==> config.mk <==
export PLATFORM = sky130hd
export DESIGN_NAME = activation_buffer_flat
export DESIGN_NICKNAME = d
export VERILOG_FILES = /design/src/rtl/nn_pkg.sv /design/src/rtl/activation_buffer_if.sv /design/src/rtl/act_relu.sv /design/src/rtl/activation_buffer.sv /design/src/flat_wrapper.sv
export SDC_FILE = /design/constraint.sdc
export NUM_CORES = 1
export LEC_CHECK = 0
export ABC_CLOCK_PERIOD_IN_PS = 2550
export CORE_ASPECT_RATIO = 1.4
export CORE_UTILIZATION = 55
export DETAILED_ROUTE_END_ITERATION = 16
export GPL_ROUTABILITY_DRIVEN = 1
export GPL_TIMING_DRIVEN = 0
export PLACE_DENSITY = 0.76
export SYNTH_ARGS = -nofsm -noshare
export SYNTH_HDL_FRONTEND = slang
export SYNTH_SLANG_ARGS = --single-unit
==> constraint.sdc <==
create_clock -name clk -period 2.55 [get_ports clk]
set_input_delay 0.6375 -clock clk [delete_from_list [all_inputs] [get_ports clk]]
set_output_delay 0.6375 -clock clk [all_outputs]
set_load 0.01 [all_outputs]
==> src/rtl/nn_pkg.sv <==
// nn_pkg: types and defaults shared by the layer datapath
// (memory, layer and activation stages).
package nn_pkg;

  localparam int BIT_SIZE   = 16;
  localparam int LAYER_SIZE = 4;

  typedef enum logic [1:0] {
    BANK_EMPTY,
    BANK_FILLING,
    BANK_FULL
  } bank_state_t;

  typedef logic signed [BIT_SIZE-1:0] sample_t;

endpackage

==> src/rtl/activation_buffer_if.sv <==
// activation_buffer_if: y capture stream in,
// x replay stream out, plus the layer_done pulse.
interface activation_buffer_if #(
  parameter int BIT_SIZE = nn_pkg::BIT_SIZE
);
  import nn_pkg::*;

  logic signed [BIT_SIZE-1:0] y_in;
  logic                       y_valid;
  logic                       y_ready;
  logic signed [BIT_SIZE-1:0] x_out;
  logic                       x_valid;
  logic                       x_ready;
  logic                       x_last;
  logic                       layer_done;

  modport master (
    output y_in,
    output y_valid,
    input  y_ready,
    input  x_out,
    input  x_valid,
    output x_ready,
    input  x_last,
    input  layer_done
  );

  modport slave (
    input  y_in,
    input  y_valid,
    output y_ready,
    output x_out,
    output x_valid,
    input  x_ready,
    output x_last,
    output layer_done
  );

endinterface

==> src/rtl/act_relu.sv <==
// act_relu: combinational ReLU followed by a signed
// upper clamp; output width equals input width.
module act_relu #(
  parameter int BIT_SIZE = nn_pkg::BIT_SIZE,
  parameter bit RELU_EN  = 1'b1,
  parameter logic signed [BIT_SIZE-1:0] CLAMP_MAX =
    {1'b0, {(BIT_SIZE-1){1'b1}}}
) (
  input  logic signed [BIT_SIZE-1:0] y_i,
  output logic signed [BIT_SIZE-1:0] a_o
);
  import nn_pkg::*;

  logic signed [BIT_SIZE-1:0] v;

  always_comb begin
    v = y_i;
    if (RELU_EN && y_i[BIT_SIZE-1]) begin
      v = '0;
    end
    a_o = (v > CLAMP_MAX) ? CLAMP_MAX : v;
  end

endmodule

==> src/rtl/activation_buffer.sv <==
// activation_buffer: captures activated y vectors into a
// two-bank ping-pong store and replays each full bank as x.
module activation_buffer #(
  parameter int BIT_SIZE   = nn_pkg::BIT_SIZE,
  parameter int LAYER_SIZE = nn_pkg::LAYER_SIZE,
  parameter bit RELU_EN    = 1'b1,
  parameter logic signed [BIT_SIZE-1:0] CLAMP_MAX =
    {1'b0, {(BIT_SIZE-1){1'b1}}}
) (
  input  logic          clk,
  input  logic          rst,
  input  logic          flush,
  activation_buffer_if.slave bus
);
  import nn_pkg::*;

  localparam int IDX_W = $clog2(LAYER_SIZE);
  localparam logic [IDX_W-1:0] IDX_LAST =
    IDX_W'(LAYER_SIZE-1);
  localparam logic [IDX_W-1:0] IDX_ONE = IDX_W'(1);

  typedef logic signed [BIT_SIZE-1:0] word_t;

  word_t            mem_q   [2][LAYER_SIZE];
  word_t            mem_d   [2][LAYER_SIZE];
  bank_state_t      state_q [2];
  bank_state_t      state_d [2];
  logic             wr_bank_q, wr_bank_d;
  logic             rd_bank_q, rd_bank_d;
  logic [IDX_W-1:0] wr_idx_q, wr_idx_d;
  logic [IDX_W-1:0] rd_idx_q, rd_idx_d;
  logic             done_q, done_d;

  word_t act;
  logic  accept;
  logic  xfer;

  act_relu #(
    .BIT_SIZE  (BIT_SIZE),
    .RELU_EN   (RELU_EN),
    .CLAMP_MAX (CLAMP_MAX)
  ) u_relu (
    .y_i (bus.y_in),
    .a_o (act)
  );

  // Handshakes decode the registered state only,
  // so a bank freed this cycle is writable next cycle.
  assign bus.y_ready    = state_q[wr_bank_q] != BANK_FULL;
  assign bus.x_valid    = state_q[rd_bank_q] == BANK_FULL;
  assign bus.x_out      = mem_q[rd_bank_q][rd_idx_q];
  assign bus.x_last     = rd_idx_q == IDX_LAST;
  assign bus.layer_done = done_q;

  assign accept = bus.y_valid & bus.y_ready;
  assign xfer   = bus.x_valid & bus.x_ready;

  always_comb begin
    mem_d     = mem_q;
    state_d   = state_q;
    wr_bank_d = wr_bank_q;
    rd_bank_d = rd_bank_q;
    wr_idx_d  = wr_idx_q;
    rd_idx_d  = rd_idx_q;
    done_d    = 1'b0;
    if (flush) begin
      for (int b = 0; b < 2; b++) begin
        state_d[b] = BANK_EMPTY;
        for (int i = 0; i < LAYER_SIZE; i++) begin
          mem_d[b][i] = '0;
        end
      end
      wr_bank_d = 1'b0;
      rd_bank_d = 1'b0;
      wr_idx_d  = '0;
      rd_idx_d  = '0;
    end else begin
      if (accept) begin
        mem_d[wr_bank_q][wr_idx_q] = act;
        wr_idx_d = wr_idx_q + IDX_ONE;
        if (wr_idx_q == IDX_LAST) begin
          state_d[wr_bank_q] = BANK_FULL;
          wr_bank_d = ~wr_bank_q;
          done_d    = 1'b1;
        end else begin
          state_d[wr_bank_q] = BANK_FILLING;
        end
      end
      if (xfer) begin
        rd_idx_d = rd_idx_q + IDX_ONE;
        if (bus.x_last) begin
          state_d[rd_bank_q] = BANK_EMPTY;
          rd_bank_d = ~rd_bank_q;
        end
      end
    end
  end

  always_ff @(posedge clk or negedge rst) begin
    if (!rst) begin
      for (int b = 0; b < 2; b++) begin
        state_q[b] <= BANK_EMPTY;
        for (int i = 0; i < LAYER_SIZE; i++) begin
          mem_q[b][i] <= '0;
        end
      end
      wr_bank_q <= 1'b0;
      rd_bank_q <= 1'b0;
      wr_idx_q  <= '0;
      rd_idx_q  <= '0;
      done_q    <= 1'b0;
    end else begin
      mem_q     <= mem_d;
      state_q   <= state_d;
      wr_bank_q <= wr_bank_d;
      rd_bank_q <= rd_bank_d;
      wr_idx_q  <= wr_idx_d;
      rd_idx_q  <= rd_idx_d;
      done_q    <= done_d;
    end
  end

endmodule
==> src/flat_wrapper.sv <==
// flat-port wrapper written by rule: the top's interface ports become plain ports
module activation_buffer_flat import nn_pkg::*;
#(
  parameter int BIT_SIZE   = nn_pkg::BIT_SIZE,
  parameter int LAYER_SIZE = nn_pkg::LAYER_SIZE,
  parameter bit RELU_EN    = 1'b1,
  parameter logic signed [BIT_SIZE-1:0] CLAMP_MAX =
    {1'b0, {(BIT_SIZE-1){1'b1}}}
)
  (clk, rst, flush, bus_y_in, bus_y_valid, bus_y_ready, bus_x_out, bus_x_valid, bus_x_ready, bus_x_last, bus_layer_done);
  activation_buffer_if #(.BIT_SIZE(BIT_SIZE)) bus_i ();
  input  logic clk;
  input  logic rst;
  input  logic flush;
  input wire logic [$bits(bus_i.y_in)-1:0] bus_y_in;
  input wire logic [$bits(bus_i.y_valid)-1:0] bus_y_valid;
  output wire logic [$bits(bus_i.y_ready)-1:0] bus_y_ready;
  output wire logic [$bits(bus_i.x_out)-1:0] bus_x_out;
  output wire logic [$bits(bus_i.x_valid)-1:0] bus_x_valid;
  input wire logic [$bits(bus_i.x_ready)-1:0] bus_x_ready;
  output wire logic [$bits(bus_i.x_last)-1:0] bus_x_last;
  output wire logic [$bits(bus_i.layer_done)-1:0] bus_layer_done;
  assign bus_i.y_in = bus_y_in;
  assign bus_i.y_valid = bus_y_valid;
  assign bus_y_ready = bus_i.y_ready;
  assign bus_x_out = bus_i.x_out;
  assign bus_x_valid = bus_i.x_valid;
  assign bus_i.x_ready = bus_x_ready;
  assign bus_x_last = bus_i.x_last;
  assign bus_layer_done = bus_i.layer_done;
  activation_buffer #(.BIT_SIZE(BIT_SIZE), .LAYER_SIZE(LAYER_SIZE), .RELU_EN(RELU_EN), .CLAMP_MAX(CLAMP_MAX)) u_core (.clk(clk), .rst(rst), .flush(flush), .bus(bus_i));
endmodule
Word level (Yosys, flattened, before mapping)
Cells that the tools add are included.
Widths: inputs -> output; s select.

cells by class
  add/subtract/negate cells = 2
  magnitude comparators = 8
  eq/ne operators = 4
  mux-type cells = 44
  bitwise operators = 16
  reduce and logical (&&, ||, !) cells = 9

operator list
  kind                  number
  $mux 128              2
  $mux 64               4
  $bwmux 128            1
  $demux 64 s1          1
  $mux 16               4
  $bmux 16 s2           1
  $demux 16 s2          1
  $mux 2                12
  $mux 4                6
  $gt 16x16->1 const B  1
  $mux 15               1
  $mux 1                9
  $reduce_bool 2->1     4
  $eq 2x2->1 const B    3
  $ge 3x3->1 const B    2
  $not 2->3             2
  $add 2x1->2 const B   2
  $and 2x2->2           2
  $and 4x4->4           1
  $demux 2 s1           2
  $ge 2x2->1 const B    2
  $lt 2x1->1 const B    2
  $not 1->2             2
  $not 2->2             2
  8 further kinds       14

storage, ports and cells
  bits in registers = 139
  output and inout bits = 20
  logic and storage cells = 98

Longest topological paths before layout
  depth after elaboration = 14
  depth in mapped cells = 6
  gate-level depth less buffers = 4

By module
Synthesis repeated with hierarchy kept, for this count alone.

second synthesis, totals
  cell total of the unflattened synthesis = 599
  area, all modules = 7631.1 um^2

modules (own cells, without submodules)
  module             times used  cells each  area each (um^2)  sequential area each (um^2)
  activation_buffer  1           581         7487.2            3478.3
  act_relu           1           18          143.9             0.0

Worst setup path after synthesis
No wires, ideal clock.

  path type = register to output
  start = register u_core.rd_idx_q[1]
  end = output port bus_x_out[10]
  data arrival time = 1.460 ns
  data required time = 1.913 ns
  slack = 0.452 ns
  cell stages (with the launch flop) = 5
  buffers on the path = 2
  path through = dfrtp_1 > buf_2 > buf_2 > mux4_2 > mux2_2

between the ends
  cells in the longest elaborated chain, start to end = 4

RTL lines
  item                                        RTL line                  RTL
  start: declaration                          activation_buffer.sv:31   logic [IDX_W-1:0] rd_idx_q, rd_idx_d;
  start signal: assignment                    activation_buffer.sv:118  rd_idx_q <= rd_idx_d;
  $not 2->3 (implied by the code)             activation_buffer.sv:51   assign bus.x_out = mem_q[rd_bank_q][rd_idx_q];
  $bmux 16 s2                                 activation_buffer.sv:51
  $mux 16 (implied by the code) (2 in a row)  activation_buffer.sv:51
  end: declaration                            flat_wrapper.sv:18        output wire logic [$bits(bus_i.x_out)-1:0] bus_x_out;

No other way between the ends. The select of a mux whose other input is x is not followed.

Final worst setup path
  start = register u_core.rd_idx_q[0]
  end = output port bus_x_out[12]

The elaborated chain is that of the path after synthesis.

==> flow_summary.json <==
{
  "status": "finished, violations left",
  "violations": "setup timing",
  "cts-buffers-inserted": 17,
  "antenna_found_initial": 0,
  "yosysTopAreaCellShare": 0.475,
  "syn_inst": 531,
  "fp.dieArea_um2": 13000,
  "die_w_um": 96.7,
  "rsz0062_at_grt": "yes",
  "post-dp-hpwl_um": 12100,
  "pin_count": 41,
  "post-route-util": 0.676,
  "path_cells": "buf_6, buf_12, buf_6, mux4_2, mux2_4, buf_6",
  "clkTransAtPathRegs_ns": 0.06,
  "synth_common_cells": "dfrtp_1 (131), nand2b_1 (110), mux2i_1 (104)",
  "grt_pass1_vias": 5216,
  "p_leak_nw": 4.08,
  "hold_buffers": 0,
  "routed_wl_um": 18200,
  "critPathKind": "reg2out",
  "initial_core_util": 0.561,
  "coreArea_um2": 12300,
  "finalClockSkew_ns": 0.00725,
  "end_kind": "primary output",
  "whs_ns": 0.109,
  "startpoint_type": "flop",
  "gp_congestion": 0.856,
  "rows": 48,
  "port_buffers": 39,
  "grt_max_degree": 98,
  "drt_iter0_markers": 359,
  "yosys.cell_count.top_type": "dfrtp_1",
  "via_per_inst": 6.24,
  "postSynthAreaPerCell_um2": 13.0,
  "hold_violations": 0,
  "startpoint": "u_core.rd_idx_q[0]$_DFFE_PN0P_",
  "tightest_slew_ns": 0.718,
  "required_ns": 1.91,
  "die_h_um": 135,
  "cts_sinks": 131,
  "antenna_left": 0,
  "cts_buffer_depth": 2,
  "cts_root_buf": "clkbuf_16",
  "cts_tree": "built",
  "syn_area_um2": 6910,
  "nets": 631,
  "areaGrowthSynthToFinish_pct": 20.5,
  "grt_first_pass_wirelength_um": 28900,
  "fill_cells": 890,
  "layout_setup_ws_ns": -0.232,
  "cp.buffers_inverters": 4,
  "dr.pass1.iters": 5,
  "drive_above_1_share": 0.233,
  "r2r_start": "u_core.wr_idx_q[0]$_DFFE_PN0P_",
  "hold_path.class": "in2async",
  "synth-edff-count": 0,
  "grt.total_usage": 0.298,
  "synthTopCellsByArea": "dfrtp_1 (47%), mux2i_1 (15%), nand2b_1 (10%)",
  "cap_violations": 0,
  "finalCriticalPeriod_ns": 2.78,
  "routedWlPerCell_um": 23.8,
  "synth_nets": 558,
  "synthArstFlopShare": 1.00,
  "yosys_most_used_dff": "dfrtp_1",
  "slowest_delay_ns": 0.53,
  "clk_latency_ns": 0.42,
  "ys_seq_area_frac": 0.475,
  "powerDensity_nw_per_um2": 614,
  "critPathMaxFanout": 7,
  "p_total_w": 0.00511,
  "grt_overflow": 0,
  "dp_slack_ns": -0.534,
  "cp.arrival_ns": 2.14,
  "ys_seq_elements": 131,
  "slew_headroom": 0.521,
  "fin_crit_sh": 1.09,
  "vias": 4787,
  "peakVddDrop_mv": 0.601,
  "cp_common_cell": "buf_6",
  "worst_path_max_delay_cell": "mux4_2",
  "yosysTopAreaCell": "dfrtp_1",
  "yosys_warnings": 0,
  "ys_types": 42,
  "diodes": 0,
  "setup_viol": 15,
  "path_delay_family": "multiplexers",
  "max_freq_mhz": 359,
  "htreeDepth": 4,
  "finalMaxSlewViolations": 0,
  "drc": 0
}
## flip-flops by register name (all words and copies together) (netlist names)
register               count
u_core.mem_q             120
u_core.state_q             4
u_core.rd_idx_q            2
u_core.wr_idx_q            2
u_core.bus.layer_done      1
u_core.rd_bank_q           1
u_core.wr_bank_q           1
## metrics by stage
step / cell area [um2] / instances / TNS (ns)
detailed placement: 7510 / 721 / -6.66
global route: 8320 / 767 / -3.56
floorplan: 6910 / 531 / 0
CTS: 8310 / 766 / -2.94
global placement: 7480 / 720 / -552.12
finish: 8320 / 767 / -3.07
## path summary, 6_finish.rpt
| path | endpoint | depth (start not counted) | slack, ns |
|---|---|---|---|
| setup / recovery | bus_x_out[12] | 6 | -0.23 |
| hold / removal | u_core.state_q[0]$_DFF_PN0_ | 1 | 0.11 |
| setup reg to reg | u_core.mem_q[61]$_DFFE_PN0P_ | 5 | 0.77 |
| hold reg to reg | u_core.mem_q[3]$_DFFE_PN0P_ | 1 | 0.50 |
| max in group asynchronous | u_core.mem_q[122]$_DFFE_PN0P_ | 2 | 1.67 |
| min in group clk | u_core.mem_q[3]$_DFFE_PN0P_ | 1 | 0.50 |
## logic make-up after synthesis
family                   Yosys count  synth area share
flip-flops                       131             0.475
AND/OR/NAND/NOR                  159             0.141
other                              1          0.000543
AO/OA/AOI/OAI                     39            0.0462
adder cells (fa/ha/maj)            6            0.0109
multiplexers                     151             0.289
buffers and inverters             44            0.0377
## cell usage in the layout (no fill, tap or decap), drive strengths merged, types with 3 or more instances in the layout
cell	instances
dfrtp	131
nand3	8
clkinv	6
a32o	18
mux2i	104
bufinv	4
nor2	5
clkinvlp	4
buf	58
clkdlybuf4s50	22
a31oi	7
and2	4
a21oi	4
mux4	30
ha	6
nand2b	110
nand2	15
clkbuf	33
or3b	3
nor2b	3
mux2	17
## layer usage
metal  share of wire  routed length (um)  global-route usage  up-vias
li1                -                   -                   -     2066
met1            0.38                7000               0.357     2478
met2            0.52                9410               0.514      185
met3           0.055                 997              0.0549       58
met4           0.045                 827               0.153        0
met5               0                   0                   0        -
## what timing repair did
action / CTS / global route
setup buffers: 13 / 1
gates resized for setup: 122 / 4
cloned: 1 / 0
setup endpoints to repair: 17 / 17
## layout make-up
class	count	area, um2	area share
clock inverter	14	188	0.0225
inverter	2	7.51	0.000902
multi-input combinational	356	3340	0.401
clock buffer	18	429	0.0516
timing repair buffer	55	597	0.0717
tap	150	188	0.0225
buffer	41	297	0.0356
sequential	131	3280	0.394
## where the power goes
group          internal [W]  switching, W  total [W]
logic              0.000185      0.000239   0.000424
clock network       0.00163      0.000924    0.00255
registers           0.00211     0.0000205    0.00213
No activity file was read; power rests on OpenSTA's default activity.
